[src/rtl/nibbler_control.sv]
// Fetch/decode/execute controller for the 4-bit Nibbler datapath.
// Owns PC, IR, accumulator and C/Z flags; the ALU itself is external.
module nibbler_control #(
    parameter int              PC_W     = 12,
    parameter logic [PC_W-1:0] RESET_PC = '0
) (
    input  logic            clk,
    input  logic            reset,
    output logic [PC_W-1:0] pc,
    input  logic [7:0]      program_byte,
    output logic [2:0]      alu_s,
    output logic [3:0]      alu_a,
    output logic [3:0]      alu_b,
    input  logic [3:0]      alu_y,
    input  logic            alu_c,
    input  logic            alu_zeta,
    output logic [PC_W-1:0] data_addr,
    input  logic [3:0]      data_in,
    output logic [3:0]      data_out,
    output logic            data_we,
    input  logic [3:0]      in_port,
    output logic [3:0]      out_port,
    output logic            out_valid,
    output logic            flag_c,
    output logic            flag_z
);
    typedef enum logic [1:0] {
        S_FETCH  = 2'd0,
        S_FETCH2 = 2'd1,
        S_EXEC   = 2'd2
    } state_t;

    localparam logic [3:0] OP_JC    = 4'd0;
    localparam logic [3:0] OP_JNC   = 4'd1;
    localparam logic [3:0] OP_JZ    = 4'd2;
    localparam logic [3:0] OP_JNZ   = 4'd3;
    localparam logic [3:0] OP_JMP   = 4'd4;
    localparam logic [3:0] OP_CMPI  = 4'd5;
    localparam logic [3:0] OP_ADDI  = 4'd6;
    localparam logic [3:0] OP_LIT   = 4'd7;
    localparam logic [3:0] OP_NANDI = 4'd8;
    localparam logic [3:0] OP_IN    = 4'd9;
    localparam logic [3:0] OP_OUT   = 4'd10;
    localparam logic [3:0] OP_LD    = 4'd11;
    localparam logic [3:0] OP_ST    = 4'd12;

    localparam logic [2:0] ALU_CMP  = 3'd1;
    localparam logic [2:0] ALU_B    = 3'd2;
    localparam logic [2:0] ALU_ADD  = 3'd3;
    localparam logic [2:0] ALU_NAND = 3'd4;

    state_t          r_state;
    state_t          w_next;
    logic [PC_W-1:0] r_pc;
    logic [PC_W-1:0] w_target;
    logic [PC_W-1:0] w_pc_inc;
    logic [7:0]      r_ir;
    logic [7:0]      r_addr_lo;
    logic [3:0]      r_accum;
    logic [3:0]      r_out_port;
    logic [3:0]      w_op;
    logic [3:0]      w_imm;
    logic [3:0]      w_fetch_op;
    logic            r_flag_c;
    logic            r_flag_z;
    logic            r_out_valid;
    logic            w_two_byte;
    logic            w_take;

    assign w_op       = r_ir[7:4];
    assign w_imm      = r_ir[3:0];
    assign w_target   = PC_W'({w_imm, r_addr_lo});
    assign w_pc_inc   = r_pc + PC_W'(1);
    assign w_fetch_op = program_byte[7:4];
    assign w_two_byte = (w_fetch_op <= OP_JMP) ||
                        (w_fetch_op == OP_LD)  ||
                        (w_fetch_op == OP_ST);

    always_ff @(posedge clk or negedge reset) begin
        if (!reset) r_state <= S_FETCH;
        else        r_state <= w_next;
    end

    always_comb begin
        w_next = S_FETCH;
        unique case (r_state)
            S_FETCH:  w_next = w_two_byte ? S_FETCH2 : S_EXEC;
            S_FETCH2: w_next = S_EXEC;
            S_EXEC:   w_next = S_FETCH;
            default:  w_next = S_FETCH;
        endcase
    end

    always_comb begin
        alu_s   = '0;
        alu_b   = '0;
        data_we = 1'b0;
        if (r_state == S_EXEC) begin
            case (w_op)
                OP_CMPI:  begin alu_s = ALU_CMP;  alu_b = w_imm;   end
                OP_ADDI:  begin alu_s = ALU_ADD;  alu_b = w_imm;   end
                OP_LIT:   begin alu_s = ALU_B;    alu_b = w_imm;   end
                OP_NANDI: begin alu_s = ALU_NAND; alu_b = w_imm;   end
                OP_IN:    begin alu_s = ALU_B;    alu_b = in_port; end
                OP_LD:    begin alu_s = ALU_B;    alu_b = data_in; end
                OP_ST:    data_we = 1'b1;
                default:  ;
            endcase
        end
    end

    always_comb begin
        w_take = 1'b0;
        case (w_op)
            OP_JC:   w_take = r_flag_c;
            OP_JNC:  w_take = !r_flag_c;
            OP_JZ:   w_take = r_flag_z;
            OP_JNZ:  w_take = !r_flag_z;
            OP_JMP:  w_take = 1'b1;
            default: w_take = 1'b0;
        endcase
    end

    // Output strobe is a register so it lines up with the new out_port value.
    always_ff @(posedge clk or negedge reset) begin
        if (!reset) begin
            r_pc        <= RESET_PC;
            r_ir        <= '0;
            r_addr_lo   <= '0;
            r_accum     <= '0;
            r_flag_c    <= 1'b0;
            r_flag_z    <= 1'b0;
            r_out_port  <= '0;
            r_out_valid <= 1'b0;
        end else begin
            r_out_valid <= 1'b0;
            case (r_state)
                S_FETCH: begin
                    r_ir <= program_byte;
                    r_pc <= w_pc_inc;
                end
                S_FETCH2: begin
                    r_addr_lo <= program_byte;
                    r_pc      <= w_pc_inc;
                end
                S_EXEC: begin
                    if (w_take) r_pc <= w_target;
                    case (w_op)
                        OP_CMPI: begin
                            r_flag_c <= alu_c;
                            r_flag_z <= alu_zeta;
                        end
                        OP_ADDI, OP_NANDI: begin
                            r_accum  <= alu_y;
                            r_flag_c <= alu_c;
                            r_flag_z <= alu_zeta;
                        end
                        OP_LIT, OP_IN, OP_LD: r_accum <= alu_y;
                        OP_OUT: begin
                            r_out_port  <= r_accum;
                            r_out_valid <= 1'b1;
                        end
                        default: ;
                    endcase
                end
                default: ;
            endcase
        end
    end

    assign pc        = r_pc;
    assign alu_a     = r_accum;
    assign data_addr = w_target;
    assign data_out  = r_accum;
    assign out_port  = r_out_port;
    assign out_valid = r_out_valid;
    assign flag_c    = r_flag_c;
    assign flag_z    = r_flag_z;
endmodule

[config.mk]
export PLATFORM = sky130hd
export DESIGN_NAME = nibbler_control
export DESIGN_NICKNAME = d
export VERILOG_FILES = /design/src/rtl/nibbler_control.sv
export SDC_FILE = /design/constraint.sdc
export NUM_CORES = 1
export LEC_CHECK = 0
export BUFFER_PORTS_ARGS = -buffer_cell sky130_fd_sc_hd__buf_2
export CAP_MARGIN = 40
export CORE_ASPECT_RATIO = 1.25
export CORE_UTILIZATION = 46
export CTS_CLUSTER_SIZE = 8
export DETAILED_ROUTE_END_ITERATION = 8
export GPL_ROUTABILITY_DRIVEN = 1
export PLACE_DENSITY_LB_ADDON = 0.08
export SLEW_MARGIN = 0
export SYNTH_ARGS = -nofsm -noshare
export SYNTH_HDL_FRONTEND = slang
export SYNTH_SLANG_ARGS = --single-unit
[constraint.sdc]
create_clock -name clk -period 2 [get_ports clk]
set_input_delay 0.3 -clock clk [delete_from_list [all_inputs] [get_ports clk]]
set_output_delay 0.3 -clock clk [all_outputs]
set_load 0.1 [all_outputs]
==> flow_summary.json, run 1 <==
{
  "vias_per_cell": 5.21,
  "final_max_slew_viol_count": 0,
  "grt_pass1_vias": 1790,
  "synth_cells": 232,
  "drtPass1Iterations": 4,
  "crit_start": "r_ir[5]",
  "status": "complete, no violations",
  "crit_arrival_ps": 1660,
  "die_area_um2": 5120,
  "wl_per_cell_um": 14.2,
  "worstSkewPairLatency_ps": 300,
  "synth_cell_types": 43,
  "cts_hold_buffers": 0,
  "fmax_mhz": 511,
  "clockRootBuffer": "clkbuf_8",
  "worstPathMaxFanout": 8,
  "routed_wirelength_um": 5180,
  "diodes": 0,
  "die_w_um": 64.2,
  "final_common_cell": "buf_2",
  "ioPinCount": 71,
  "post-place-ws_ps": 159,
  "clk_path_buf_depth": 2,
  "critical_path_required_ps": 1700,
  "fin_cells": 364,
  "syn-cell-area_um2": 2230,
  "drt_iter0_drc": 117,
  "drc_errors": 0,
  "ys.flop_type": "dfrtp_1",
  "hold_viol": 0,
  "synth_area_leader_cell": "dfrtp_1",
  "numCtsBuffers": 5,
  "cts_max_level": 2,
  "grt_overflow": 0,
  "min_path_type": "input port to asynchronous set/reset pin",
  "cp-end-kind": "primary output",
  "r2r_start": "r_ir[6]",
  "grtUsageTotal_pct": 21.6,
  "final.setup.tns_ps": 0,
  "gp_congestion": 0.823,
  "postSynthAreaPerCell_um2": 9.59,
  "ant_nets": 0,
  "startpoint_type": "register",
  "grt_max_degree": 34,
  "setup_viol": 0,
  "initial_core_util_pct": 49.2,
  "synth_edf_count": 0,
  "clk_pin_slew_ps": 90,
  "yosysWarnings": 0,
  "rows": 27,
  "finalCriticalPeriod_ps": 1960,
  "dp_cells": 352,
  "final_nets": 330,
  "synth_fp_nets": 257,
  "drive_above_1_share_pct": 45.1,
  "skew_ps": 6.34,
  "most-common-layout-cells": "62 x buf_2, 49 x nand2_1, 31 x dfrtp_1",
  "cap_violations": 0,
  "period_share_pct": 97.9,
  "synth-seq-cells": 41,
  "async_flop_share_pct": 100,
  "dp_hpwl_um": 3950,
  "yosysTopAreaCellShare_pct": 46.1,
  "core_um2": 4530,
  "die_y_um": 79.8,
  "area_growth_pct": 35.7,
  "portBuffers": 70,
  "setup_slack_ps": 41.6,
  "cts_sinks": 41,
  "grt_pass1_wl_um": 8430,
  "tightestPinTransition_ps": 733,
  "antenna_found_initial": 0,
  "worstSetupPathType": "register to primary output",
  "rsz0062_at_grt": "true",
  "cts_tree": "done",
  "relSlewSlack_pct": 51.1,
  "ys_seq_area_share_pct": 46.1,
  "synth_area_leaders": "dfrtp_1 46%, nand2_1 8.6%, mux2i_1 6.7%",
  "route.vias.total": 1897
}
cell type report:
class / count / area (µm²)
clock buffer: 5 / 68.8
clock inverter: 3 / 28.8
timing repair buffer: 84 / 596
sequential: 41 / 1040
inverter: 3 / 11.3
fill: 357 / 1510
tap: 58 / 72.6
multi-input combinational: 170 / 1200
cell families (layout without fill, tap and decap cells):
family | count (synthesis) | count (layout) | synth area share [%]
DFF | 41 | 41 | 46.1
muxes | 29 | 29 | 13.8
AOI/OAI and AO/OA | 31 | 31 | 9.56
adders and majority gates | 1 | 1 | 0.562
buffers and inverters | 21 | 95 | 5.56
xor gates and xnor gates | 10 | 10 | 3.93
and+or+nand+nor | 99 | 99 | 20.5
per-stage QoR:
| stage | hold slack, ps | utilization (%) | area (µm²) |
|---|---|---|---|
| floorplan | 4.41 | - | 2350 |
| global placement | 410 | 62.3 | 2820 |
| detailed placement | 401 | 62.3 | 2820 |
| CTS | 70.0 | 64.8 | 2940 |
| global route | 101 | 66.7 | 3020 |
| finish | 53.8 | 66.7 | 3020 |
repair_timing:
action                                 in CTS  in global routing
setup endpoints to repair                   6                  6
buffers inserted                            0                  4
endpoints found under the hold margin       0                  0
pin swaps                                   1                  4
gates resized for setup                     6                 15
sequential cells by signal, summed over array words and instances, names as in the netlist:
| name | flops |
|---|---|
| r_state | 2 |
| out_port | 4 |
| flag_c | 1 |
| alu_a | 4 |
| flag_z | 1 |
| out_valid | 1 |
| pc | 12 |
| r_addr_lo | 8 |
| r_ir | 8 |
per-layer routing:
metal	wire, µm	track usage [%]	vias up
li1	-	-	937
met1	2300	27.3	903
met3	197	5.43	7
met4	53	5.56	0
met5	0	0	-
met2	2640	36.8	50
critical path: stages, from the launching register on:
cell	delay (ps)
dfrtp_1	410
buf_6	160
nor2_4	160
nand2_2	90
o21ai_4	100
a21oi_1	110
nor2_2	130
buf_12	190
final timing paths:
kind	endpoint	slack, ps	cells past startpoint
hold / removal	pc[4]	50	1
hold reg to reg	out_port[1]	490	2
setup / recovery	alu_b[2]	40	7
min in group clk	flag_z	200	2
setup reg to reg	pc[10]	140	6
max in group asynchronous	pc[7]	1340	2
cells in the mapped netlist, drive strengths merged, types with 6 or more instances:
master,number
clkbuf,6
nand2,51
mux2i,15
buf,12
nor2,19
a21oi,11
nand2b,6
mux2,14
nand3,6
dfrtp,41
Power of run 1 is left out: the tool's default activity adds up to more than one toggle a clock period on the data nets, which glitch-free logic cannot reach.
==> inputs of run 2 (changes only) <==
Settings changed: PLACE_DENSITY set to 0.87, PLACE_DENSITY_LB_ADDON 0.08 to unset.
==> run 2 against run 1 <==
  * Die area unchanged
  * Maximum frequency rose by 0.80%
  * Via count up 5.1%
  * First-iteration DRC count increased by 27%
  * Cell count is 0.27% lower
  * Routed wire length increased by 6.6%
  * Flip-flop and latch count is the same
  * Utilization fell by 0.83 points
  * Largest cell class unchanged
  * Highest routed layer unchanged
==> flow_summary.json, run 2 (synthesis results as in run 1) <==
{
  "grtUsageTotal_pct": 22.2,
  "die_y_um": 79.8,
  "numCtsBuffers": 5,
  "dp_hpwl_um": 4050,
  "most-common-layout-cells": "62 x buf_2, 49 x nand2_1, 32 x dfrtp_1",
  "drt_iter0_drc": 149,
  "finalCriticalPeriod_ps": 1940,
  "cts_sinks": 41,
  "cts_max_level": 2,
  "cap_violations": 0,
  "cts_hold_buffers": 0,
  "crit_arrival_ps": 1640,
  "final_max_slew_viol_count": 0,
  "slowest_delay_ps": 520,
  "ioPinCount": 71,
  "final_common_cell": "buf_2",
  "ant_nets": 0,
  "final_area_um2": 2980,
  "crit_family": "flip-flops",
  "fmax_mhz": 515,
  "clockRootBuffer": "clkbuf_8",
  "initial_core_util_pct": 49.2,
  "relSlewSlack_pct": 50.6,
  "worstPathMaxFanout": 11,
  "grt_pass1_wl_um": 8660,
  "period_share_pct": 97.1,
  "skew_ps": 5.12,
  "drtPass1Iterations": 4,
  "whs_ps": 53.1,
  "crit_chain": "nand2b_4, a211oi_4, buf_12",
  "critical_path_required_ps": 1700,
  "die_w_um": 64.2,
  "routed_wirelength_um": 5520,
  "fin_util_pct": 65.9,
  "setup_viol": 0,
  "clk_pin_slew_ps": 80,
  "cts_tree": "done",
  "hold_viol": 0,
  "grt_overflow": 0,
  "portBuffers": 70,
  "route.vias.total": 1994,
  "place_area_um2": 2820,
  "drc_errors": 0,
  "vias_per_cell": 5.49,
  "final.setup.tns_ps": 0,
  "grt_pass1_vias": 1862,
  "largest_reg_flops": 12,
  "die_area_um2": 5120,
  "area_growth_pct": 34.0,
  "diodes": 0,
  "worstSkewPairLatency_ps": 300,
  "path_buf_inv": 1,
  "tightestPinTransition_ps": 741,
  "drive_above_1_share_pct": 43.0,
  "startpoint_type": "register",
  "final_nets": 329,
  "wl_per_cell_um": 15.2,
  "clk_path_buf_depth": 2,
  "rows": 27,
  "grt_max_degree": 34,
  "gp_congestion": 0.858,
  "cp-end-kind": "primary output",
  "worstSetupPathType": "register to primary output",
  "crit_slowest_cell": "dfrtp_1",
  "core_um2": 4530,
  "antenna_found_initial": 0,
  "min_path_type": "input port to asynchronous set/reset pin",
  "status": "complete, no violations"
}
[run 2: final timing paths]
| kind | start | end | slack, ps | depth (start not counted) |
|---|---|---|---|---|
| worst min register to register | out_port[1] | out_port[1] | 490 | 2 |
| worst max-delay path | r_state[0] | alu_s[0] | 60 | 3 |
| max in group asynchronous | reset | out_port[3] | 1340 | 2 |
| worst min-delay path | reset | r_addr_lo[3] | 50 | 1 |
| worst max register to register | r_ir[5] | pc[1] | 130 | 6 |
| min in group clk | alu_c | flag_c | 200 | 2 |
[run 2: layout make-up]
| cell class | count | area, µm² |
|---|---|---|
| Clock buffer | 5 | 68.8 |
| Clock inverter | 3 | 21.3 |
| Fill cell | 382 | 1540 |
| Inverter | 3 | 11.3 |
| Multi-Input combinational cell | 170 | 1180 |
| Sequential cell | 41 | 1040 |
| Tap cell | 58 | 72.6 |
| Timing Repair Buffer | 83 | 584 |
[run 2: metrics by stage]
stage / worst slack, ps / instances
2_1_floorplan: -215 / 232
3_3_place_gp: 224 / 352
3_5_place_dp: 145 / 352
4_1_cts: 8.37 / 360
5_1_grt: -11.8 / 363
6_report: 57.2 / 363
[run 2: layer usage]
layer  wire length (µm)  part of all wire (%)  track usage, %
met1               2100                    38            25.7
met2               3020                    55            39.8
met3                344                   6.2            5.86
met4                 54                  0.98            6.89
met5                  0                     0               0
[run 2: repair_timing]
action,4_1_cts,5_1_grt
setup buffers,0,3
endpoints found under the setup margin,5,5
resized for setup,5,9
pin swaps,0,4
hold endpoints to repair,0,0
Power of run 2 is left out for the same reason.
==> inputs of run 3 (changes only) <==
Settings changed: ABC_AREA set to 1.
==> run 3 against run 2 <==
  * Die area increased by 1.7%
  * Cell count rose by 20%
  * Hold slack improved by 160 ps
  * Register-to-register slack improved by 100 ps
  * Sequential share of layout area shrank 1.4 points
  * Synthesized cell count increased by 30%
  * Clock skew increased by 1.8 ps
  * Cell area is 3.2% higher
  * Non-clock buffer count decreased by 2
  * Via count grew 17%
  * Highest routed layer unchanged
==> flow_summary.json, run 3 <==
{
  "status": "complete, no violations",
  "n_fill_cell": 391,
  "area_growth_pct": 35.8,
  "crit_start": "r_ir[7]",
  "syn-cell-area_um2": 2270,
  "antenna_found_initial": 0,
  "clk_path_buf_depth": 2,
  "path_buf_inv": 3,
  "clockRootBuffer": "clkbuf_8",
  "finalCriticalPeriod_ps": 1990,
  "ys_seq_area_share_pct": 45.3,
  "cts_sinks": 41,
  "routed_wirelength_um": 6170,
  "slowest_delay_ps": 400,
  "synth_cells": 302,
  "critical_path_required_ps": 1700,
  "drive_above_1_share_pct": 33.7,
  "initial_core_util_pct": 47.9,
  "yosysWarnings": 0,
  "ff_latch_area_um2": 1030,
  "post-place-ws_ps": 180,
  "drtPass1Iterations": 5,
  "r2r_start": "r_state[0]",
  "drc_errors": 0,
  "most-common-layout-cells": "96 x nand2_1, 62 x buf_2, 37 x dfrtp_1",
  "synth_edf_count": 0,
  "critical_path.endpoint": "alu_b[3]",
  "synth_fp_nets": 327,
  "path_depth": 7,
  "period_share_pct": 99.6,
  "core_um2": 4730,
  "diodes": 0,
  "clk_pin_slew_ps": 80,
  "startpoint_type": "register",
  "fin_cells": 437,
  "min_path_type": "input port to register",
  "grt_pass1_vias": 2155,
  "worstSkewPairLatency_ps": 300,
  "crit_slowest_cell": "dfrtp_1",
  "grt_overflow": 0,
  "postSynthAreaPerCell_um2": 7.50,
  "ys.flop_type": "dfrtp_1",
  "crit_family": "flip-flops",
  "route.vias.total": 2326,
  "reg2reg_setup_slack_ps": 230,
  "rsz0062_at_grt": "true",
  "cp-end-kind": "primary output",
  "ioPinCount": 71,
  "setup_viol": 0,
  "tightestPinTransition_ps": 533,
  "synth_most_common_cell": "nand2_1",
  "rows": 28,
  "synth-seq-cells": 41,
  "numCtsBuffers": 5,
  "reg2regPathDepth": 6,
  "grtUsageTotal_pct": 24.2,
  "multi_input_area_um2": 1110,
  "largest_reg_flops": 12,
  "vias_per_cell": 5.32,
  "reg2reg_to": "out_port[3]",
  "synth_area_leaders": "dfrtp_1 45%, nand2_1 16%, o21ai_0 6.0%",
  "worstPathMaxFanout": 5,
  "final_nets": 401,
  "ant_nets": 0,
  "crit_arrival_ps": 1690,
  "die_w_um": 64.8,
  "dp_cells": 421,
  "synth_common_cells": "98 x nand2_1, 41 x dfrtp_1, 35 x inv_1",
  "die_area_um2": 5210,
  "cp_common_cell": "nor2_4",
  "die_y_um": 80.5,
  "portBuffers": 70,
  "yosysTopAreaCellShare_pct": 45.3,
  "min_from": "alu_c",
  "cts_max_level": 2,
  "crit_chain": "inv_2, nor2_4, inv_1, nor2_4, nand2_1, a31oi_4, buf_12",
  "hold_viol": 0,
  "cap_violations": 0,
  "cts_tree": "done",
  "drt_iter0_drc": 221,
  "async_flop_share_pct": 100,
  "fmax_mhz": 502,
  "synth_area_leader_cell": "dfrtp_1",
  "skew_ps": 6.93,
  "setup_slack_ps": 8.30,
  "whs_ps": 214,
  "wl_per_cell_um": 14.1,
  "grt_max_degree": 42,
  "dp_hpwl_um": 4300,
  "final_common_cell": "nand2_1",
  "worstSetupPathType": "register to primary output",
  "gp_congestion": 0.965,
  "relSlewSlack_pct": 64.4,
  "grt_pass1_wl_um": 9600,
  "final_max_slew_viol_count": 0,
  "synth_cell_types": 28
}
run 3: worst min path at each step:
stage | endpoint | slack [ps] | cells after the start
2_1_floorplan | alu_a[0] | 4 | 0
3_3_place_gp | alu_a[3] | 280 | 2
3_5_place_dp | out_port[3] | 280 | 2
4_1_cts | flag_c | 200 | 3
5_1_grt | flag_c | 240 | 3
6_report | flag_c | 210 | 3
run 3: layout make-up:
| cell class | instances | share of cell area [%] |
|---|---|---|
| multi-input cells | 210 | 36.2 |
| clock buffers | 5 | 2.24 |
| clock inverters | 3 | 2.24 |
| flip-flops and latches | 41 | 33.5 |
| inverters | 37 | 4.51 |
| well taps | 60 | 2.44 |
| repair buffers | 81 | 18.9 |
run 3: repair_timing:
action,in CTS,in global routing
endpoints found under the hold margin,41,0
cloned,0,1
pin swaps,0,3
resized for setup,7,10
hold buffers,1,0
endpoints found under the setup margin,4,5
setup buffers,0,6
run 3: layer usage:
metal	part of all wire (%)	global-route usage (%)
met1	38	27.3
met2	52	42.0
met3	7.0	5.40
met4	3.2	13.1
met5	0	0
run 3: worst min-delay path: cells and delay by family:
family | cells | cell delay (ps)
and+or+nand+nor | 1 | 40
AOI/OAI and AO/OA | 1 | 60
buffers and inverters | 1 | 70
run 3: cells by family (layout without fill, tap and decap cells):
| kind of cell | count (synthesis) | in the layout | share of synthesized area (%) |
|---|---|---|---|
| DFF | 41 | 41 | 45.3 |
| muxes | 3 | 3 | 1.49 |
| buffers and inverters | 52 | 126 | 11.0 |
| AOI/OAI and AO/OA | 48 | 48 | 11.9 |
| adders and majority gates | 1 | 1 | 0.552 |
| and+or+nand+nor | 157 | 158 | 29.7 |
run 3: per-stage QoR:
stage               setup TNS (ps)  utilization (%)  instance area, µm²
floorplan                    -1000                -                2340
global placement                 0             59.1                2800
detailed placement               0             59.1                2800
CTS                              0             63.0                2980
global route                  -187             65.1                3080
finish                           0             65.1                3080
Power of run 3 is left out for the same reason.
